==> src/rtl/operand_fetch_ctrl_pkg.sv <==
`default_nettype none
// ============================================================================
// operand_fetch_ctrl_pkg : shared matmul_defs (FSM encoding, K derivation)
// Revision: 1.0
// ============================================================================
`ifndef MATMUL_DEFS_SVH
`define MATMUL_DEFS_SVH
// Number of RAM words spanned by one length-N row or column.
`define MATMUL_K(N, C) ((N) / (C))
`endif

package operand_fetch_ctrl_pkg;

  typedef enum logic [1:0] {
    ST_IDLE  = 2'd0,
    ST_FETCH = 2'd1,
    ST_DRAIN = 2'd2,
    ST_DONE  = 2'd3
  } fetch_state_t;

endpackage
`default_nettype wire

==> src/rtl/operand_fetch_ctrl_if.sv <==
`default_nettype none
// ============================================================================
// operand_fetch_ctrl_if : request/hold inputs and fetch/qualifier outputs
// Revision: 1.0
// ============================================================================
interface operand_fetch_ctrl_if #(
  parameter int WIDTH = 16
);
  logic             start;
  logic             hold;
  logic [WIDTH-1:0] counter_A;
  logic [WIDTH-1:0] counter_B;
  logic             data_valid;
  logic             acc_first;
  logic             acc_last;
  logic [WIDTH-1:0] row_idx;
  logic [WIDTH-1:0] col_idx;
  logic             busy;
  logic             done;

  modport master (
    input  start, hold,
    output counter_A, counter_B, data_valid, acc_first, acc_last,
           row_idx, col_idx, busy, done
  );

  modport slave (
    output start, hold,
    input  counter_A, counter_B, data_valid, acc_first, acc_last,
           row_idx, col_idx, busy, done
  );
endinterface
`default_nettype wire

==> src/rtl/operand_fetch_ctrl_wrap_counter.sv <==
`default_nettype none
// ============================================================================
// wrap_counter : modulo-MODULUS counter with enable, clear and wrap flag
// Revision: 1.0
// ============================================================================
module wrap_counter #(
  parameter int WIDTH   = 16,
  parameter int MODULUS = 4
) (
  input  logic             clk,
  input  logic             rst,
  input  logic             en,
  input  logic             clr,
  output logic [WIDTH-1:0] count,
  output logic             wrap
);
  localparam logic [WIDTH-1:0] LAST = WIDTH'(MODULUS - 1);

  logic [WIDTH-1:0] count_q, count_d;

  always_comb begin
    wrap    = en && (count_q == LAST);
    count_d = count_q;
    if (clr || wrap) begin
      count_d = '0;
    end else if (en) begin
      count_d = count_q + WIDTH'(1);
    end
  end

  always_ff @(posedge clk or posedge rst) begin
    if (rst) begin
      count_q <= '0;
    end else begin
      count_q <= count_d;
    end
  end

  assign count = count_q;
endmodule
`default_nettype wire

==> src/rtl/operand_fetch_ctrl.sv <==
`default_nettype none
// ============================================================================
// operand_fetch_ctrl : A/B RAM address sequencer for a chunked matrix product
// Revision: 1.0
// ============================================================================
module operand_fetch_ctrl
  import operand_fetch_ctrl_pkg::*;
#(
  parameter int WIDTH           = 16,
  parameter int CHUNK_SIZE      = 4,
  parameter int INNER_DIMENSION = 8,
  parameter int ROWS_A          = 6,
  parameter int COLS_B          = 6
) (
  input logic                  clk,
  input logic                  rst,
  operand_fetch_ctrl_if.master bus
);
  localparam int               K     = `MATMUL_K(INNER_DIMENSION, CHUNK_SIZE);
  localparam logic [WIDTH-1:0] K_W   = WIDTH'(K);
  localparam longint           LIMIT = longint'(1) << WIDTH;

  if ((INNER_DIMENSION % CHUNK_SIZE) != 0 || K == 0) begin : g_bad_chunk
    $error("operand_fetch_ctrl: INNER_DIMENSION must be a nonzero multiple of CHUNK_SIZE");
  end
  if (longint'(ROWS_A) * longint'(K) > LIMIT ||
      longint'(COLS_B) * longint'(K) > LIMIT) begin : g_bad_span
    $error("operand_fetch_ctrl: address span exceeds 2**WIDTH");
  end

  fetch_state_t     state_q, state_d;
  logic             issue, clr, k_wrap, j_wrap, i_wrap;
  logic [WIDTH-1:0] k_cnt, j_cnt, i_cnt, k_nxt;
  logic [WIDTH-1:0] base_a_q, base_a_d, base_b_q, base_b_d;
  logic [WIDTH-1:0] counter_a_q, counter_a_d, counter_b_q, counter_b_d;
  logic [WIDTH-1:0] row_idx_q, row_idx_d, col_idx_q, col_idx_d;
  logic             data_valid_q, data_valid_d;
  logic             acc_first_q, acc_first_d, acc_last_q, acc_last_d;

  assign issue = (state_q == ST_FETCH) && !bus.hold;
  assign clr   = (state_q != ST_FETCH);

  wrap_counter #(.WIDTH(WIDTH), .MODULUS(K)) u_k_cnt (
    .clk(clk), .rst(rst), .en(issue), .clr(clr), .count(k_cnt), .wrap(k_wrap)
  );
  wrap_counter #(.WIDTH(WIDTH), .MODULUS(COLS_B)) u_j_cnt (
    .clk(clk), .rst(rst), .en(k_wrap), .clr(clr), .count(j_cnt), .wrap(j_wrap)
  );
  wrap_counter #(.WIDTH(WIDTH), .MODULUS(ROWS_A)) u_i_cnt (
    .clk(clk), .rst(rst), .en(j_wrap), .clr(clr), .count(i_cnt), .wrap(i_wrap)
  );

  always_comb begin
    state_d = state_q;
    case (state_q)
      ST_IDLE:  if (bus.start) state_d = ST_FETCH;
      ST_FETCH: if (i_wrap) state_d = ST_DRAIN;
      ST_DRAIN: state_d = ST_DONE;
      default:  state_d = ST_IDLE;
    endcase
  end

  always_comb begin
    base_a_d = base_a_q;
    base_b_d = base_b_q;
    if (clr) begin
      base_a_d = '0;
      base_b_d = '0;
    end else if (j_wrap) begin
      base_a_d = base_a_q + K_W;
      base_b_d = '0;
    end else if (k_wrap) begin
      base_b_d = base_b_q + K_W;
    end

    k_nxt = k_cnt;
    if (clr || k_wrap) begin
      k_nxt = '0;
    end else if (issue) begin
      k_nxt = k_cnt + WIDTH'(1);
    end

    // Registered address equals the word the next issuing cycle will read.
    counter_a_d = '0;
    counter_b_d = '0;
    if (state_d == ST_FETCH) begin
      counter_a_d = base_a_d + k_nxt;
      counter_b_d = base_b_d + k_nxt;
    end

    data_valid_d = issue;
    acc_first_d  = issue && (k_cnt == '0);
    acc_last_d   = k_wrap;
    row_idx_d    = issue ? i_cnt : row_idx_q;
    col_idx_d    = issue ? j_cnt : col_idx_q;
  end

  always_ff @(posedge clk or posedge rst) begin
    if (rst) begin
      state_q      <= ST_IDLE;
      base_a_q     <= '0;
      base_b_q     <= '0;
      counter_a_q  <= '0;
      counter_b_q  <= '0;
      row_idx_q    <= '0;
      col_idx_q    <= '0;
      data_valid_q <= 1'b0;
      acc_first_q  <= 1'b0;
      acc_last_q   <= 1'b0;
    end else begin
      state_q      <= state_d;
      base_a_q     <= base_a_d;
      base_b_q     <= base_b_d;
      counter_a_q  <= counter_a_d;
      counter_b_q  <= counter_b_d;
      row_idx_q    <= row_idx_d;
      col_idx_q    <= col_idx_d;
      data_valid_q <= data_valid_d;
      acc_first_q  <= acc_first_d;
      acc_last_q   <= acc_last_d;
    end
  end

  assign bus.counter_A  = counter_a_q;
  assign bus.counter_B  = counter_b_q;
  assign bus.data_valid = data_valid_q;
  assign bus.acc_first  = acc_first_q;
  assign bus.acc_last   = acc_last_q;
  assign bus.row_idx    = row_idx_q;
  assign bus.col_idx    = col_idx_q;
  assign bus.busy       = (state_q == ST_FETCH) || (state_q == ST_DRAIN);
  assign bus.done       = (state_q == ST_DONE);
endmodule
`default_nettype wire
==> src/flat_wrapper.sv <==
// flat-port wrapper written by rule: the top's interface ports become plain ports
module operand_fetch_ctrl_flat import operand_fetch_ctrl_pkg::*;
#(
  parameter int WIDTH           = 16,
  parameter int CHUNK_SIZE      = 4,
  parameter int INNER_DIMENSION = 8,
  parameter int ROWS_A          = 6,
  parameter int COLS_B          = 6
)
  (clk, rst, bus_start, bus_hold, bus_counter_A, bus_counter_B, bus_data_valid, bus_acc_first, bus_acc_last, bus_row_idx, bus_col_idx, bus_busy, bus_done);
  operand_fetch_ctrl_if #(.WIDTH(WIDTH)) bus_i ();
  input logic clk;
  input logic rst;
  input wire logic [$bits(bus_i.start)-1:0] bus_start;
  input wire logic [$bits(bus_i.hold)-1:0] bus_hold;
  output wire logic [$bits(bus_i.counter_A)-1:0] bus_counter_A;
  output wire logic [$bits(bus_i.counter_B)-1:0] bus_counter_B;
  output wire logic [$bits(bus_i.data_valid)-1:0] bus_data_valid;
  output wire logic [$bits(bus_i.acc_first)-1:0] bus_acc_first;
  output wire logic [$bits(bus_i.acc_last)-1:0] bus_acc_last;
  output wire logic [$bits(bus_i.row_idx)-1:0] bus_row_idx;
  output wire logic [$bits(bus_i.col_idx)-1:0] bus_col_idx;
  output wire logic [$bits(bus_i.busy)-1:0] bus_busy;
  output wire logic [$bits(bus_i.done)-1:0] bus_done;
  assign bus_i.start = bus_start;
  assign bus_i.hold = bus_hold;
  assign bus_counter_A = bus_i.counter_A;
  assign bus_counter_B = bus_i.counter_B;
  assign bus_data_valid = bus_i.data_valid;
  assign bus_acc_first = bus_i.acc_first;
  assign bus_acc_last = bus_i.acc_last;
  assign bus_row_idx = bus_i.row_idx;
  assign bus_col_idx = bus_i.col_idx;
  assign bus_busy = bus_i.busy;
  assign bus_done = bus_i.done;
  operand_fetch_ctrl #(.WIDTH(WIDTH), .CHUNK_SIZE(CHUNK_SIZE), .INNER_DIMENSION(INNER_DIMENSION), .ROWS_A(ROWS_A), .COLS_B(COLS_B)) u_core (.clk(clk), .rst(rst), .bus(bus_i));
endmodule
==> config.mk <==
export PLATFORM = sky130hd
export DESIGN_NAME = operand_fetch_ctrl_flat
export DESIGN_NICKNAME = d
export VERILOG_FILES = /design/src/rtl/operand_fetch_ctrl_pkg.sv /design/src/rtl/operand_fetch_ctrl_if.sv /design/src/rtl/operand_fetch_ctrl_wrap_counter.sv /design/src/rtl/operand_fetch_ctrl.sv /design/src/flat_wrapper.sv
export SDC_FILE = /design/constraint.sdc
export NUM_CORES = 1
export LEC_CHECK = 0
export CORE_ASPECT_RATIO = 1.2
export CORE_UTILIZATION = 40
export CTS_CLUSTER_SIZE = 20
export DETAILED_ROUTE_END_ITERATION = 16
export PLACE_DENSITY_LB_ADDON = 0.12
export SETUP_SLACK_MARGIN = 0.4
export SLEW_MARGIN = 25
export SYNTH_ARGS = -nofsm -noshare
export SYNTH_HDL_FRONTEND = slang
export SYNTH_SLANG_ARGS = --single-unit
==> constraint.sdc <==
create_clock -name clk -period 7.4 [get_ports clk]
set_input_delay 1.85 -clock clk [delete_from_list [all_inputs] [get_ports clk]]
set_output_delay 1.85 -clock clk [all_outputs]
set_load 0.02 [all_outputs]
Yosys cells after proc, flatten, opt, wreduce, memory -nomap -nowiden
Cells that the tools add are included.

Register bits: 149. Output and inout port bits: 69.

Add/subtract/negate cells: 7. Eq/ne operators: 8. Muxes and demuxes: 16. Reduce and logical (&&, ||, !) cells: 14.

Operator list (count): $mux 16 (13); $add 16x1->16 const B (3); $add 16x16->16 (2); $add 16x2->16 const B (2); $eq 16x3->1 const B (2); $eq 16x1->1 const B (1); $logic_not 16->1 (1); $pmux 2 s3 (1); $logic_and 1x1->1 (5); $eq 2x1->1 const B (2); $eq 2x2->1 const B (2); $logic_or 1x1->1 (4); $mux 2 (2); $reduce_bool 2->1 (2); $logic_not 2->1 (1); $ne 2x1->1 const B (1); $logic_not 1->1 (1).

Logic depth before layout (Yosys ltp)
Gate-level depths: netlist (run 1).

Depth in word-level cells: 9. Mapped depth: 18.

Cells and area by module
A second synthesis (run 1) with hierarchy kept.

Cell total of the unflattened synthesis: 817. Area, all modules: 8298.0 µm².

Modules (own cells, without submodules): operand_fetch_ctrl (times used 1, cells each 556, area each 5659.2 µm²); wrap_counter (u_core.u_i_cnt ...) (times used 2, cells each 87, area each 875.8 µm²); wrap_counter (u_core.u_k_cnt) (times used 1, cells each 87, area each 887.1 µm²).

Worst setup path after synthesis (run 1)
OpenSTA, ideal clock, no wires.

Kind: input-to-reg. From: input bus_hold. To: register u_core.counter_b_q[14], in the netlist u_core.bus.counter_B[14]. Setup time: 0.125 ns. Data arrival time: 5.301 ns. Required time: 7.275 ns. Slack: 1.974 ns. Cell stages on the path: 14. Cells stage by stage: nor4b_1 -> nand4_1 -> o21ai_0 -> clkbuf_1 -> clkbuf_1 -> nor2_1 -> ha_1 -> a211oi_1 -> nor2_1 -> o41a_1 -> a41o_1 -> o41a_1 -> a31oi_1 -> mux2_2.

Elaborated cells between the ends (all ways): 16. Those cells by class: add/sub (1); eq/ne (1); mux (8); reduce/logical (6).

RTL lines: start, declared (line flat_wrapper.sv:15) `input wire logic [$bits(bus_i.hold)-1:0] bus_hold;`; $logic_not 1->1 * (line operand_fetch_ctrl.sv:40) `assign issue = (state_q == ST_FETCH) && !bus.hold;`; $logic_and 1x1->1 * (line operand_fetch_ctrl.sv:40); $logic_and 1x1->1 (line operand_fetch_ctrl_wrap_counter.sv:22) `wrap = en && (count_q == LAST);`; $logic_or 1x1->1 (line operand_fetch_ctrl.sv:77) `if (clr || k_wrap) begin`; $mux 16 * (line operand_fetch_ctrl.sv:77); named net u_core.k_nxt[2] (line operand_fetch_ctrl.sv:33) `logic [WIDTH-1:0] k_cnt, j_cnt, i_cnt, k_nxt;`; $add 16x16->16 * (line operand_fetch_ctrl.sv:88) `counter_b_d = base_b_d + k_nxt;`; $mux 16 * (line operand_fetch_ctrl.sv:86) `if (state_d == ST_FETCH) begin`; named net u_core.counter_b_d[14] (line operand_fetch_ctrl.sv:35) `logic [WIDTH-1:0] counter_a_q, counter_a_d, counter_b_q, counter_b_d;`; end signal, assigned (line operand_fetch_ctrl.sv:115) `counter_b_q <= counter_b_d;`; end, declared (line operand_fetch_ctrl.sv:35).

Mark *: on every way through the listed nets, which the timed path passes. The rest lies on a longest branch. A chain may end at the register's enable or synchronous reset.

Worst setup path after layout (run 1)
Ends and elaborated chain as after synthesis.

==> results of run 1 <==
## cell usage in the layout, fill, tap and decap left out, types with 3 or more instances in the layout
cell and count:
and3_1 12, xor2_1 47, nand2b_1 7, dfrtp_1 149, nand4_1 16, nor2b_1 3
nor3_1 20, and2_1 20, a21oi_1 23, o21bai_1 3, nor4b_1 3, nand2_1 148
inv_1 18, nand3_1 35, clkbuf_16 17, or3_1 9, clkinvlp_4 6, nor2_1 112
ha_1 43, or4_1 5, o21ai_0 28, nand3b_1 3, a21o_1 11, o211ai_1 8
o21a_1 4, nand4b_1 3, nor3b_1 4, a31oi_1 3, o31ai_1 3, buf_4 7
and4_1 11, a21boi_0 5, clkdlybuf4s50_1 72, xnor2_1 27, nor4_1 12, a211oi_1 5
## registers in the layout, indices dropped and copies added, names as in the netlist
register	count
u_core.base_a_q	16
u_core.base_b_q	16
u_core.bus.acc_first	1
u_core.bus.acc_last	1
u_core.bus.col_idx	16
u_core.bus.counter_A	16
u_core.bus.counter_B	16
u_core.bus.data_valid	1
u_core.bus.row_idx	16
u_core.state_q	2
u_core.u_i_cnt.count	16
u_core.u_j_cnt.count	16
u_core.u_k_cnt.count	16
## power by group through the flow
stage               registers, µW  logic [µW]  clock network, µW
global route                  851         414                886
finish                        850         369                830
global placement              865         376                  0
CTS                           850         378                851
detailed placement            865         378                  0
floorplan                     873         236                  0
## per-stage QoR
| stage | power, µW | setup slack [ns] |
|---|---|---|
| 2_1_floorplan | 1110 | 1.54 |
| 3_3_place_gp | 1240 | 1.15 |
| 3_5_place_dp | 1240 | 1.07 |
| 4_1_cts | 2080 | 1.49 |
| 5_1_grt | 2150 | 1.24 |
| 6_report | 2050 | 1.44 |
## worst max-delay path, delay by kind of cell
family	cells	cell delay (ns)
multiplexers	1	0.35
AO/OA/AOI/OAI	7	2.18
AND/OR/NAND/NOR	3	0.67
adder cells (fa/ha/maj)	2	0.73
buffers and inverters	1	0.47
## final cells by class
class	instances	area share
multi-input combinational	661	0.425
sequential	149	0.392
timing repair buffer	79	0.0813
clock buffer	21	0.0484
tap	261	0.0343
clock inverter	11	0.0108
inverter	20	0.00841
## layer usage
layer / track usage / up-vias / wire length, µm
li1: - / 3098 / -
met1: 0.266 / 3017 / 8820
met2: 0.330 / 114 / 8970
met3: 0.0366 / 21 / 569
met4: 0.0684 / 0 / 384
met5: 0 / - / 0
## worst paths after layout
check                                       start                       end  slack (ns)  depth (start not counted)
max                                      bus_hold  u_core.bus.counter_B[14]        1.44                         14
min                        u_core.bus.col_idx[11]    u_core.bus.col_idx[11]        0.47                          2
max reg2reg                     u_core.state_q[1]  u_core.bus.counter_B[14]        2.29                         15
min reg2reg                u_core.bus.col_idx[11]    u_core.bus.col_idx[11]        0.47                          2
max in group asynchronous                     rst  u_core.u_j_cnt.count[10]        4.16                          3
min in group asynchronous                     rst   u_core.bus.counter_A[1]        1.98                          2
## kinds of logic after synthesis
kind of cell,count (synthesis),share of synthesized area
xor+xnor,74,0.0815
flops,149,0.469
fa+ha+maj,45,0.0727
simple gates,434,0.266
mux,3,0.00409
buf+inv,46,0.0234
compound gates,105,0.0835
==> flow_summary_export.csv, run 1 <==
group,metric,value,unit
routing,drtIter0Drc,318,
timing,fin_worst_skew,0.0138,ns
power,switching_share,0.311,
clock_network,clkTransAtPathRegs,0.06,ns
setup_path,crit_path_start_kind,"input pin",
finish,final_cells,1202,
finish,diodes,0,
clock_network,clkSinkCount,149,
run_status,outcome,"completed",
placement,place_inst,1170,
synth,synth_area_leaders,"dfrtp_1 47%, nand2_1 7.0%, ha_1 6.8%, nor2_1 5.3%, xor2_1 5.2%",
routing,num_vias,6250,
finish,design_area,9520,µm²
timing,fin_setup_tns,0,ns
routing,firstDrtPassIters,4,
power,leakage,0.00444,µW
synth,yosysSeqAreaShare,0.469,
power,p_per_area,215,nW/µm²
floorplan,initial_core_util,0.407,
clock_network,htreeDepth,4,
setup_path,arrival,6.26,ns
synth,ys_ff_latch,149,
setup_path,timing.critical_path.mode_cell,"o41a_1",
clock_network,ctsResizeCount,0,
global_route,grt_overflow,0,
timing,setup_viol,0,
synth,synthTopCellsByCount,"149 x dfrtp_1, 148 x nand2_1, 112 x nor2_1",
setup_path,cp_max_fo,8,
hold_path,hp-class,"reg2reg",
clock_network,clk_latency,0.42,ns
finish,drive_gt1_frac,0.0521,
floorplan,core-area,19500,µm²
timing,hold-worst-slack,0.470,ns
synth,netlist_instances,856,
routing,wl,18700,µm
setup_path,cp_slowest_cell,"o21ai_1",
finish,post-route-util,0.487,
floorplan,io_pins,73,
global_route,grt_pass1_wl,32000,µm
placement,gp_routability_congestion,0.833,
timing,max-slew-margin-rel,0.415,
synth,synthArstFlopShare,1.00,
floorplan,die_w,131,µm
synth,synth_warnings,0,
flow_run,cap_violations,0,
synth,avgSynthCellArea,9.29,µm²
floorplan,die_area,20500,µm²
timing,rsz0062_at_grt,"false",
synth,synth_area_leader_cell,"dfrtp_1",
floorplan,num_rows,56,
global_route,grt.total_usage,0.202,
synth,yosysMostFrequentCell,"dfrtp_1",
setup_path,worst_setup_path_end_kind,"flip-flop",
clock_network,cts-root-buf,"clkbuf_16",
global_route,grt_max_degree,96,
global_route,antenna_found_initial,0,
clock_network,cts-hold-fix-buffers,0,
floorplan,fp.dieH,156,µm
finish,regArea,3730,µm²
clock_network,cts_buffer_depth,2,
timing,worst_pin_slew,0.872,ns
routing,drc_errors,0,
timing,period_share,0.805,
global_route,grt_pass1_vias,6175,
routing,routedWlPerCell,15.6,µm
power,peakVddDrop,0.000175,V
clock_network,cts_buffers,17,
timing,finalHoldViolations,0,
finish,syn_to_final_growth,19.6,%
finish,fill_cells,1848,
setup_path,path_class,"in2reg",
setup_path,critPathMaxStageDelay,0.61,ns
synth,ys_types,58,
timing,period_needed,5.96,ns
routing,vias_per_cell,5.20,
clock_network,cts_tree,"yes",
power,seqPwrFrac,0.415,
power,pwr-share-clk,0.405,
power,p_int,1410,µW
timing,fmax,168,MHz
placement,port_buffers,72,
finish,multi_input_area,4050,µm²
power,switchingPower,637,µW
synth,synth-edff-count,0,
synth,yosys.area.top_type_share,0.469,
synth,syn_area,7960,µm²
power,combPwrFrac,0.180,
setup_path,crit_chain,"clkdlybuf4s50_1 -> nor4b_1 -> nand4_1 -> o21ai_1 -> a21oi_1 -> ha_1 -> fa_1 -> a211oi_1 -> nor2_1 -> o41a_1 -> a41o_1 -> o41a_1 -> a31oi_1 -> mux2_2",
timing,finalMaxSlewViolations,0,
clock_network,post_cts_buffers,0,
synth,synth_top_flop_cell,"dfrtp_1",
routing,ant_nets,0,
finish,final_nets,977,
placement,place_area,8950,µm²
setup_path,cp.required,7.70,ns
placement,detailed_place_hpwl,13300,µm
synth,syn-num-nets,905,
(Power assumes the default switching activity.)
==> run 2, diff against run 1 <==
==> constraint.sdc (replaced) <==
create_clock -name clk -period 6.15 [get_ports clk]
set_input_delay 1.5375 -clock clk [delete_from_list [all_inputs] [get_ports clk]]
set_output_delay 1.5375 -clock clk [all_outputs]
set_load 0.02 [all_outputs]
==> flow_summary_export.csv, run 2 (synthesis results as in run 1) <==
group,metric,value,unit
run_status,outcome,"completed",
clock_network,clkTransAtPathRegs,0.06,ns
floorplan,num_rows,56,
timing,fmax,191,MHz
clock_network,cts-hold-fix-buffers,0,
placement,gp_routability_congestion,0.863,
power,peakVddDrop,0.000202,V
finish,drive_gt1_frac,0.0602,
routing,firstDrtPassIters,5,
routing,drc_errors,0,
setup_path,path_class,"in2reg",
timing,worst_pin_slew,0.821,ns
floorplan,io_pins,73,
finish,layout_commonest_cell,"dfrtp_1",
routing,wl,19000,µm
finish,fill_cells,1864,
clock_network,clkSinkCount,149,
clock_network,htreeDepth,4,
setup_path,arrival,5.54,ns
setup_path,crit_path_start_kind,"input pin",
timing,fin_worst_skew,0.00729,ns
timing,fin_ws,0.919,ns
floorplan,initial_core_util,0.407,
timing,period_share,0.851,
global_route,grt.total_usage,0.200,
clock_network,cts-root-buf,"clkbuf_16",
finish,most-common-layout-cells,"149 x dfrtp_1, 148 x nand2_1, 112 x nor2_1",
clock_network,cts_tree,"yes",
timing,setup_viol,0,
floorplan,die_w,131,µm
floorplan,fp.dieH,156,µm
hold_path,hp-class,"reg2reg",
setup_path,cp.required,6.46,ns
routing,drtIter0Drc,313,
timing,max-slew-margin-rel,0.453,
global_route,grt_overflow,0,
finish,syn_to_final_growth,21.2,%
global_route,grt_pass1_vias,6206,
clock_network,cts_buffers,17,
floorplan,core-area,19500,µm²
routing,routedWlPerCell,15.7,µm
floorplan,die_area,20500,µm²
flow_run,cap_violations,0,
global_route,grt_max_degree,88,
routing,ant_nets,0,
clock_network,cts_buffer_depth,2,
routing,num_vias,6265,
global_route,antenna_found_initial,0,
placement,port_buffers,72,
timing,finalHoldViolations,0,
power,leakage,0.00452,µW
timing,rsz0062_at_grt,"false",
timing,finalMaxSlewViolations,0,
placement,place_ws,0.494,ns
clock_network,post_cts_buffers,0,
power,p_per_area,271,nW/µm²
timing,fin_setup_tns,0,ns
setup_path,worst_setup_path_end_kind,"flip-flop",
placement,detailed_place_hpwl,13600,µm
routing,vias_per_cell,5.19,
global_route,grt_pass1_wl,31700,µm
timing,period_needed,5.23,ns
finish,final_nets,983,
setup_path,cp_max_fo,6,
clock_network,clk_latency,0.43,ns
finish,diodes,0,
clock_network,ctsResizeCount,0,
[run 2: path summary, 6_finish.rpt]
check                                   startpoint                        to  slack [ns]  cells past startpoint
min in group asynchronous                      rst   u_core.bus.counter_A[1]        1.63                      2
max reg2reg                u_core.u_j_cnt.count[3]  u_core.bus.counter_A[14]        1.41                     13
min                         u_core.bus.col_idx[13]    u_core.bus.col_idx[13]        0.47                      2
max in group asynchronous                      rst   u_core.u_k_cnt.count[0]        3.52                      3
max                                       bus_hold  u_core.bus.counter_A[14]        0.92                     15
min reg2reg                 u_core.bus.col_idx[13]    u_core.bus.col_idx[13]        0.47                      2
[run 2: stage by stage]
step	instances	total power [µW]	cell area [µm²]	hold slack (ns)	util
2_1_floorplan	856	1330	7960	0.456	-
3_3_place_gp	1176	1500	9000	0.458	0.460
3_5_place_dp	1176	1500	9000	0.463	0.460
4_1_cts	1208	2650	9650	0.478	0.493
5_1_grt	1208	2730	9650	0.498	0.493
6_report	1208	2610	9650	0.470	0.493
[run 2: layer usage]
layer	share of wire	global-route usage	vias up
met2	0.47	0.326	120
met5	0	0	-
met4	0.027	0.0870	0
li1	-	-	3106
met1	0.47	0.261	3005
met3	0.029	0.0321	34
[run 2: layout make-up]
class	count	area [µm²]	share of cell area
multi-input combinational	661	4050	0.419
clock buffer	19	443	0.0459
sequential	149	3730	0.387
tap	261	327	0.0339
inverter	20	80.1	0.00830
clock inverter	13	204	0.0211
timing repair buffer	85	818	0.0848
[run 2: power by group]
group | switching (µW) | total [µW] | leakage (µW) | internal (µW)
Clock | 417 | 1150 | 0.000317 | 730
Combinational | 315 | 443 | 0.00213 | 128
Sequential | 18.9 | 1020 | 0.00208 | 1000
Total | 751 | 2610 | 0.00452 | 1860
[run 2: critical path: stages]
cell and delay [ns]:
clkdlybuf4s50_1 0.47, nand2b_1 0.20, clkinv_1 0.07, and4_1 0.21, and4_1 0.41, nand2_1 0.08, a21boi_0 0.28, ha_1 0.35
a211o_1 0.32, o211ai_1 0.17, a21oi_1 0.15, o31a_1 0.29, o41ai_1 0.44, o21ai_0 0.25, mux2_2 0.31
==> run 3, diff against run 2 <==
--- a/config.mk
+++ b/config.mk
@@ -7,7 +7,6 @@
 export LEC_CHECK = 0
 export CORE_ASPECT_RATIO = 1.2
 export CORE_UTILIZATION = 40
-export CTS_CLUSTER_SIZE = 20
 export DETAILED_ROUTE_END_ITERATION = 16
 export PLACE_DENSITY_LB_ADDON = 0.12
 export SETUP_SLACK_MARGIN = 0.4
==> results of run 3 <==
No change in the layout: final DEF, timing and power equal those of run 2.
